<file path="config.mk">
export PLATFORM = sky130hd
export DESIGN_NAME = cargador_programa
export DESIGN_NICKNAME = d
export VERILOG_FILES = /design/src/rtl/cargador_programa_pkg.sv /design/src/rtl/ensamblador_palabra.sv /design/src/rtl/cargador_programa.sv
export SDC_FILE = /design/constraint.sdc
export NUM_CORES = 1
export LEC_CHECK = 0
export BUFFER_PORTS_ARGS = -buffer_cell sky130_fd_sc_hd__clkbuf_2
export CORE_MARGIN = 8
export CORE_UTILIZATION = 50
export CTS_BUF_LIST = sky130_fd_sc_hd__clkbuf_2
export DETAILED_ROUTE_END_ITERATION = 10
export PLACE_DENSITY = 0.79
export SLEW_MARGIN = 40
export SYNTH_ARGS = -nofsm -noshare
export SYNTH_HDL_FRONTEND = slang
export SYNTH_SLANG_ARGS = --single-unit
</file>
<file path="constraint.sdc">
create_clock -name clk -period 3.5 [get_ports clk]
set_clock_uncertainty 0.1 [all_clocks]
set_input_delay 0.35 -clock clk [delete_from_list [all_inputs] [get_ports clk]]
set_output_delay 0.35 -clock clk [all_outputs]
set_load 0.02 [all_outputs]
</file>
<file path="src/rtl/cargador_programa_pkg.sv">
// ---------------------------------------------------------------------------
// cargador_programa_pkg
// Shared definitions for the program loader: FSM state encoding, the width
// of the word-count header and the number of bytes that make one
// instruction word.
// ---------------------------------------------------------------------------
package cargador_programa_pkg;

    typedef enum logic [2:0] {
        ST_IDLE   = 3'd0,
        ST_LEN_HI = 3'd1,
        ST_LEN_LO = 3'd2,
        ST_DATA   = 3'd3,
        ST_WRITE  = 3'd4,
        ST_DONE   = 3'd5,
        ST_ERROR  = 3'd6
    } state_t;

    localparam int HDR_W          = 16;
    localparam int BYTES_PER_WORD = 4;
    localparam int BYTE_CNT_W     = $clog2(BYTES_PER_WORD);
    localparam int WORD_W         = 8 * BYTES_PER_WORD;

endpackage

</file>
<file path="src/rtl/ensamblador_palabra.sv">
// ---------------------------------------------------------------------------
// ensamblador_palabra
// Assembles big-endian 32-bit words from a byte stream. Each shifted byte
// enters at the low end, so the first byte of a word ends up in [31:24].
//
// Ports:
//   clk             rising-edge clock
//   reset           synchronous reset, active low (clears word and counter)
//   i_clear         restart the byte counter for a new load
//   i_shift         shift i_byte in this cycle
//   i_byte          stream byte
//   o_word          assembled word (holds its value between shifts)
//   o_word_complete high in the cycle the last byte of a word is shifted in
// ---------------------------------------------------------------------------
module ensamblador_palabra
    import cargador_programa_pkg::*;
(
    input  logic              clk,
    input  logic              reset,
    input  logic              i_clear,
    input  logic              i_shift,
    input  logic [7:0]        i_byte,
    output logic [WORD_W-1:0] o_word,
    output logic              o_word_complete
);

    logic [WORD_W-1:0]     r_word;
    logic [BYTE_CNT_W-1:0] r_cnt;

    always_ff @(posedge clk) begin
        if (!reset) begin
            r_word <= '0;
            r_cnt  <= '0;
        end else if (i_clear) begin
            r_cnt  <= '0;
        end else if (i_shift) begin
            r_word <= {r_word[WORD_W-9:0], i_byte};
            r_cnt  <= r_cnt + 1'b1;
        end
    end

    // Flag is combinational so the FSM can enter WRITE on the same edge
    // that the last byte lands in the shift register.
    assign o_word_complete = i_shift &&
                             (r_cnt == BYTE_CNT_W'(BYTES_PER_WORD - 1));
    assign o_word          = r_word;

endmodule

</file>
<file path="src/rtl/cargador_programa.sv">
// ---------------------------------------------------------------------------
// cargador_programa
// Loads a program into instruction memory from a byte stream while holding
// the CPU datapath in reset. Stream: 16-bit big-endian word count N, then
// 4*N bytes of big-endian instructions. Lengths of 0 or above MAX_WORDS are
// rejected.
//
// Ports:
//   clk, reset      clock and synchronous active-low reset
//   i_start         begin a load (honoured in IDLE, DONE and ERROR)
//   i_byte_valid    stream byte present
//   i_byte          stream byte
//   o_byte_ready    byte accepted this cycle when i_byte_valid is also 1
//   o_imem_we       instruction-memory write strobe (one cycle per word)
//   o_imem_addr     byte address, BASE_ADDR + 4*k
//   o_imem_data     instruction word being written
//   o_cpu_hold      hold CPU in reset (low only after a successful load)
//   o_busy          load in progress
//   o_done          load completed
//   o_error         load rejected for bad length
// ---------------------------------------------------------------------------
module cargador_programa
    import cargador_programa_pkg::*;
#(
    parameter int          MAX_WORDS = 256,
    parameter logic [31:0] BASE_ADDR = 32'h0000_0000
) (
    input  logic        clk,
    input  logic        reset,
    input  logic        i_start,
    input  logic        i_byte_valid,
    input  logic [7:0]  i_byte,
    output logic        o_byte_ready,
    output logic        o_imem_we,
    output logic [31:0] o_imem_addr,
    output logic [31:0] o_imem_data,
    output logic        o_cpu_hold,
    output logic        o_busy,
    output logic        o_done,
    output logic        o_error
);

    state_t             r_state;
    state_t             w_next;
    logic [7:0]         r_len_hi;
    logic [HDR_W-1:0]   r_nwords;
    logic [HDR_W-1:0]   r_k;
    logic [31:0]        r_addr;
    logic               r_byte_ready;
    logic               r_imem_we;
    logic               r_cpu_hold;
    logic               r_busy;
    logic               r_done;
    logic               r_error;

    logic               w_accept;
    logic               w_start_ok;
    logic               w_shift;
    logic               w_word_complete;
    logic [HDR_W-1:0]   w_len;
    logic               w_len_bad;
    logic               w_last_word;
    logic [WORD_W-1:0]  w_word;

    assign w_accept    = i_byte_valid && r_byte_ready;
    assign w_start_ok  = i_start && ((r_state == ST_IDLE) ||
                                     (r_state == ST_DONE) ||
                                     (r_state == ST_ERROR));
    assign w_shift     = w_accept && (r_state == ST_DATA);
    assign w_len       = {r_len_hi, i_byte};
    assign w_len_bad   = (w_len == '0) || ({16'd0, w_len} > 32'(MAX_WORDS));
    assign w_last_word = (r_k == (r_nwords - 16'd1));

    ensamblador_palabra u_ensamblador (
        .clk             (clk),
        .reset           (reset),
        .i_clear         (w_start_ok),
        .i_shift         (w_shift),
        .i_byte          (i_byte),
        .o_word          (w_word),
        .o_word_complete (w_word_complete)
    );

    always_comb begin
        w_next = r_state;
        case (r_state)
            ST_IDLE, ST_DONE, ST_ERROR: if (i_start) w_next = ST_LEN_HI;
            ST_LEN_HI:                  if (w_accept) w_next = ST_LEN_LO;
            ST_LEN_LO: begin
                if (w_accept) w_next = w_len_bad ? ST_ERROR : ST_DATA;
            end
            ST_DATA:                    if (w_word_complete) w_next = ST_WRITE;
            ST_WRITE:                   w_next = w_last_word ? ST_DONE : ST_DATA;
            default:                    w_next = ST_IDLE;
        endcase
    end

    // Outputs are registered from the next state so they line up exactly
    // with the state they describe (e.g. o_imem_we is high for the WRITE
    // cycle that follows the 4th byte).
    always_ff @(posedge clk) begin
        if (!reset) begin
            r_state      <= ST_IDLE;
            r_len_hi     <= '0;
            r_nwords     <= '0;
            r_k          <= '0;
            r_addr       <= BASE_ADDR;
            r_byte_ready <= 1'b0;
            r_imem_we    <= 1'b0;
            r_cpu_hold   <= 1'b1;
            r_busy       <= 1'b0;
            r_done       <= 1'b0;
            r_error      <= 1'b0;
        end else begin
            r_state      <= w_next;
            r_byte_ready <= (w_next == ST_LEN_HI) || (w_next == ST_LEN_LO) ||
                            (w_next == ST_DATA);
            r_imem_we    <= (w_next == ST_WRITE);
            r_cpu_hold   <= (w_next != ST_DONE);
            r_busy       <= (w_next == ST_LEN_HI) || (w_next == ST_LEN_LO) ||
                            (w_next == ST_DATA)   || (w_next == ST_WRITE);
            r_done       <= (w_next == ST_DONE);
            r_error      <= (w_next == ST_ERROR);

            if (w_start_ok) begin
                r_nwords <= '0;
                r_k      <= '0;
                r_addr   <= BASE_ADDR;
            end

            case (r_state)
                ST_LEN_HI: if (w_accept) r_len_hi <= i_byte;
                ST_LEN_LO: begin
                    if (w_accept) begin
                        r_nwords <= w_len;
                        r_k      <= '0;
                        r_addr   <= BASE_ADDR;
                    end
                end
                ST_WRITE: begin
                    // Address wraps naturally modulo 2^32.
                    if (!w_last_word) begin
                        r_k    <= r_k + 16'd1;
                        r_addr <= r_addr + 32'd4;
                    end
                end
                default: ;
            endcase
        end
    end

    assign o_byte_ready = r_byte_ready;
    assign o_imem_we    = r_imem_we;
    assign o_imem_addr  = r_addr;
    assign o_imem_data  = w_word;
    assign o_cpu_hold   = r_cpu_hold;
    assign o_busy       = r_busy;
    assign o_done       = r_done;
    assign o_error      = r_error;

endmodule

</file>
### Yosys cells after proc, flatten, opt, wreduce, memory -nomap -nowiden

Cells that the tools add are included.

| word-level totals | value |
|---|---|
| bits in registers | 115 |
| input bits | 12 |
| output and inout port bits | 70 |
| logic and storage cells | 69 |

| cells by class | value |
|---|---|
| add/subtract/negate cells | 4 |
| $lt $le $gt $ge | 1 |
| eq/ne operators | 15 |
| mux-type cells | 18 |
| bitwise operators | 2 |
| reduce and logical (&&, ||, !) cells | 16 |

Operator list:

| cell | count |
|---|---|
| $mux 16 | 6 |
| $mux 32 | 3 |
| $pmux 32 s2 | 1 |
| $add 32x3->32 const B | 1 |
| $pmux 16 s2 | 1 |
| $eq 3x3->1 const B | 6 |
| $mux 3 | 6 |
| $add 16x1->16 const B | 1 |
| $eq 16x16->1 | 1 |
| $gt 16x9->1 const B | 1 |
| $logic_not 16->1 | 1 |
| $sub 16x1->16 const B | 1 |
| $pmux 3 s5 | 1 |
| $eq 3x2->1 const B | 4 |
| $eq 3x1->1 const B | 2 |
| $logic_or 1x1->1 | 6 |
| $logic_and 1x1->1 | 4 |
| $reduce_and 2->1 | 2 |
| $logic_not 3->1 | 1 |
| $ne 3x3->1 const B | 1 |
| $reduce_or 3->1 | 1 |
| $add 2x1->2 const B | 1 |
| $eq 2x2->1 const B | 1 |
| $not 1->1 | 2 |
| $reduce_or 2->1 | 1 |

### Logic depth before layout (Yosys ltp)

| logic depth | value |
|---|---|
| word-level depth | 9 |
| gate-level depth with buffers | 13 |
| gate-level depth less buffers | 10 |

### Cells and area by module

Synthesis repeated with hierarchy kept, for this count alone.

| second synthesis, totals | value |
|---|---|
| cell total of the unflattened synthesis | 712 |
| area, all modules | 5896.9 sq um |

By module, submodules not included:

| module | times used | cells each | area an instance (sq um) | sequential area each (sq um) |
|---|---|---|---|---|
| cargador_programa | 1 | 590 | 4590.7 | 1621.6 |
| ensamblador_palabra | 1 | 122 | 1306.3 | 680.7 |

### Worst setup path after synthesis

No wires, ideal clock.

| timing path | value |
|---|---|
| path type | register to register |
| from | reg r_nwords[5] |
| to | reg r_cpu_hold, in the netlist o_cpu_hold |
| setup time | 0.134 ns |
| data arrival time | 2.778 ns |
| data required time | 3.266 ns |
| setup slack | 0.488 ns |
| stages on the path, launching flop included | 11 |
| buffers on the path | 2 |
| path through | dfxtp_1 buf_6 or4_1 buf_2 nor4_1 mux2_1 o211ai_1 nand4_2 nor2_8 a221oi_2 or4b_1 |

| on the way | value |
|---|---|
| word-level cells in the longest chain between the ends | 5 |

RTL lines:

| element | RTL line | text |
|---|---|---|
| start: declaration | cargador_programa.sv:46 | `logic [HDR_W-1:0] r_nwords;` |
| start signal: assignment | cargador_programa.sv:135 | `r_nwords <= w_len;` |
| $sub 16x1->16 | cargador_programa.sv:72 | `assign w_last_word = (r_k == (r_nwords - 16'd1));` |
| $eq 16x16->1 | cargador_programa.sv:72 |  |
| $mux 3 | cargador_programa.sv:93 | `ST_WRITE: w_next = w_last_word ? ST_DONE : ST_DATA;` |
| $pmux 3 s5 | cargador_programa.sv:86 | `case (r_state)` |
| $ne 3x3->1 | cargador_programa.sv:119 | `r_cpu_hold <= (w_next != ST_DONE);` |
| end signal: assignment | cargador_programa.sv:119 |  |
| end: declaration | cargador_programa.sv:51 | `logic r_cpu_hold;` |

No other way between the ends.
A chain may end at the register's enable or synchronous reset.

### Worst setup path after layout

| timing path | value |
|---|---|
| from | reg r_nwords[0] |
| to | reg r_k[5] |

| on the way | value |
|---|---|
| word-level cells in the longest chain between the ends | 4 |

RTL lines:

| element | RTL line | text |
|---|---|---|
| $sub 16x1->16 | cargador_programa.sv:72 |  |
| $eq 16x16->1 | cargador_programa.sv:72 |  |
| $mux 16 | cargador_programa.sv:142 | `if (!w_last_word) begin` |
| $pmux 16 s2 | cargador_programa.sv:131 | `case (r_state)` |
| end signal: assignment | cargador_programa.sv:143 | `r_k <= r_k + 16'd1;` |
| end: declaration | cargador_programa.sv:47 | `logic [HDR_W-1:0] r_k;` |

No other way between the ends.

==> run_results.csv <==
group,metric,value,unit
power_and_ir_drop,seqPwrFrac,58.7,%
sta,fin_ws,0.228,ns
critical_path,r2r_start,"r_nwords[0]$_SDFF_PN0_",
sta,timing.hold.ws,0.174,ns
global_route,track_usage,20.1,%
power_and_ir_drop,p_per_area,346,nW/um2
logic_synthesis,synth_area,5780,um2
clock_network,cts_num_sinks,115,
logic_synthesis,synth_cells,683,
power_and_ir_drop,pwr-share-comb,5.5,%
route,wirelength,15.1,mm
die,die_area,15200,um2
clock_network,clockBufferDepth,2,
power_and_ir_drop,clkPwrFrac,35.8,%
worst_hold_path,hold_class,"primary input to flop",
critical_path,path_delay_family,"simple AND/OR/NAND/NOR gates",
power_and_ir_drop,swShare,25.8,%
clock_network,cts-root-buf,"clkbuf_2",
die,coreArea,11400,um2
critical_path,max_stage_delay,0.55,ns
global_route,gr-total-overflow,0,
sta,max_freq,306,MHz
clock_network,postCtsHoldBufs,10,
route,ant_nets,0,
placement,port_buffers,81,
die,ios,82,
final_layout,final_layout_size_suffix_gt1_share,18.1,%
placement,place_area,6240,um2
sta,tightest_slew,0.699,ns
global_route,first_global_vias,5091,
global_route,grt_pass1_wl,24.9,mm
logic_synthesis,yosysSeqAreaShare,39.9,%
route,drt_iter0_markers,590,
logic_synthesis,synth_cell_type_count,65,
worst_hold_path,min_from,"i_byte_valid",
sta,slew_headroom,53.4,%
logic_synthesis,synth_seq_cells,115,
sta,setup_viol,0,
sta,drv_slew,0,
route,drc_errors,0,
logic_synthesis,synth_edf_count,0,
critical_path,crit_start,"r_nwords[0]$_SDFF_PN0_",
route,first_pass_iters,5,
final_layout,final_cell_mix,"dfxtp_1, nand2_1, clkbuf_2, a31oi_1, a21boi_0",
status,status,"finished, final reports clean",
route,vias_per_cell,6.04,
power_and_ir_drop,intPower,1.68,mW
sta,min_period,3.27,ns
global_route,antenna_found_initial,0,
job,maxCapViolCount,0,
sta,final_hold_viol_count,0,
final_layout,fin_cells,911,
critical_path,endpoint_kind,"flop",
critical_path,slowest_stage,"or2_4",
clock_network,numCtsBuffers,17,
die,num_rows,39,
power_and_ir_drop,power,2.26,mW
final_layout,insertedDiodeCount,0,
clock_network,clock_latency,0.69,ns
route,vias,5503,
power_and_ir_drop,ir_drop,0.330,mV
final_layout,fin_area,6550,um2
logic_synthesis,synthFlopType,"dfxtp_1",
final_layout,syn_to_final_growth,13.3,%
sta,min_period_over_period,93.5,%
placement,place_hpwl,10.6,mm
sta,rsz0062_at_grt,"false",
critical_path,crit_type,"flop to flop",
clock_network,htreeDepth,4,
power_and_ir_drop,leakagePower,2.66,nW
final_layout,fin_util,57.6,%
die,start_util,50.8,%
logic_synthesis,yosysWarnings,0,
final_layout,nFillCells,1026,
logic_synthesis,ys_async_sr_fraction,0,%
critical_path,start_kind,"flop",
final_layout,fin_nets,773,
critical_path,crit_buf_inv,1,
critical_path,arrival,3.78,ns
clock_network,post_cts_resized,0,
sta,fin_setup_tns,0,ns
logic_synthesis,avgSynthCellArea,8.46,um2
final_layout,final_common_cell,"dfxtp_1",
die,die_x,123,um
critical_path,critPathMaxFanout,66,
critical_path,crit_chain,"inv_1, ha_1, or4b_4, o41ai_2, a21oi_1, o31ai_2, nand4b_4, or2_4, a21o_1, a31oi_1",
power_and_ir_drop,switchingPower,585,uW
route,drt-wirelength-per-cell,16.6,um
die,dieHeight,123,um
placement,dp.cells,871,
placement,routabilityCongestion,0.902,
critical_path,critPathRequiredTime,4.01,ns
global_route,grt_max_degree,67,
logic_synthesis,synth_nets,699,
clock_network,cts_tree,"done",
clock_network,clk_pin_slew,0.16,ns
clock_network,post-cts-setup-buffers,0,
placement,place_ws,0.290,ns
[worst reg2reg max path, stage by stage, from the launching register on]
cell,delay (ns)
dfxtp_1,0.39
inv_1,0.07
ha_1,0.16
or4b_4,0.51
o41ai_2,0.28
a21oi_1,0.12
o31ai_2,0.36
nand4b_4,0.23
or2_4,0.55
a21o_1,0.26
a31oi_1,0.17
[per-layer routing]
metal / vias up / routed length [um] / part of all wire (%) / track usage [%]
met1: 2640 / 6720 / 45 / 25.5
met5: - / 0 / 0 / 0
met2: 182 / 7140 / 47 / 32.0
met3: 31 / 902 / 6.0 / 4.79
met4: 0 / 321 / 2.1 / 8.73
li1: 2650 / - / - / -
[cell usage after synthesis (10+ instances only)]
library cell	count	area share, %
a21boi_0	32	4.2
a21o_1	21	2.7
a21oi_1	14	1.2
a22oi_1	18	2.3
a31oi_1	50	5.4
and3_1	27	2.9
clkbuf_1	37	2.4
dfxtp_1	115	40
nand2_1	107	7.0
nand3_1	21	1.8
nor2_1	19	1.2
nor2b_1	27	2.9
nor3_1	10	0.87
nor4_1	10	1.1
o211ai_1	14	1.8
o21ai_0	11	0.95
xnor2_1	10	1.5
xor2_1	10	1.5
[worst paths after layout]
check                                         to  slack [ns]  cells after the start
min reg2reg  u_ensamblador.r_cnt[1]$_SDFFE_PP0P_        0.37                      2
max reg2reg                    r_k[5]$_SDFF_PN0_        0.23                     10
max                            r_k[5]$_SDFF_PN0_        0.23                     10
min                            o_done$_SDFF_PN0_        0.17                      4
[cells by family (layout without fill, tap and decap cells)]
logic type	Yosys count	in the layout	share of synthesized area (%)
multiplexers	10	10	1.78
flip-flops	115	115	39.9
adder cells (fa/ha/maj)	4	4	0.866
AO/OA/AOI/OAI	199	199	24.4
XOR/XNOR	20	20	3.03
buffers and inverters	60	145	4.76
AND/OR/NAND/NOR	275	275	25.3
[state kept, by name, indices dropped and copies added, names as in the netlist, 2 cells and up]
name	count
r_k	16
r_nwords	16
r_len_hi	8
u_ensamblador.r_cnt	2
r_state	3
u_ensamblador.o_word	32
o_imem_addr	32
[power by group through the flow]
stage / logic, mW / registers (mW) / clock network, mW
finish: 0.124 / 1.33 / 0.811
global route: 0.134 / 1.33 / 0.881
CTS: 0.123 / 1.33 / 0.823
detailed placement: 0.113 / 1.36 / 0
global placement: 0.111 / 1.36 / 0
floorplan: 0.0749 / 1.36 / 0
[area by class of cell]
| class | instances | area [um2] | share of cell area, % |
|---|---|---|---|
| Sequential cell | 115 | 2300 | 35.2 |
| Clock buffer | 18 | 90.1 | 1.38 |
| Tap cell | 143 | 179 | 2.73 |
| Inverter | 9 | 33.8 | 0.516 |
| Multi-Input combinational cell | 508 | 3200 | 49.0 |
| Timing Repair Buffer | 106 | 618 | 9.44 |
| Clock inverter | 12 | 118 | 1.80 |
No activity file was read; power rests on OpenSTA's default activity.
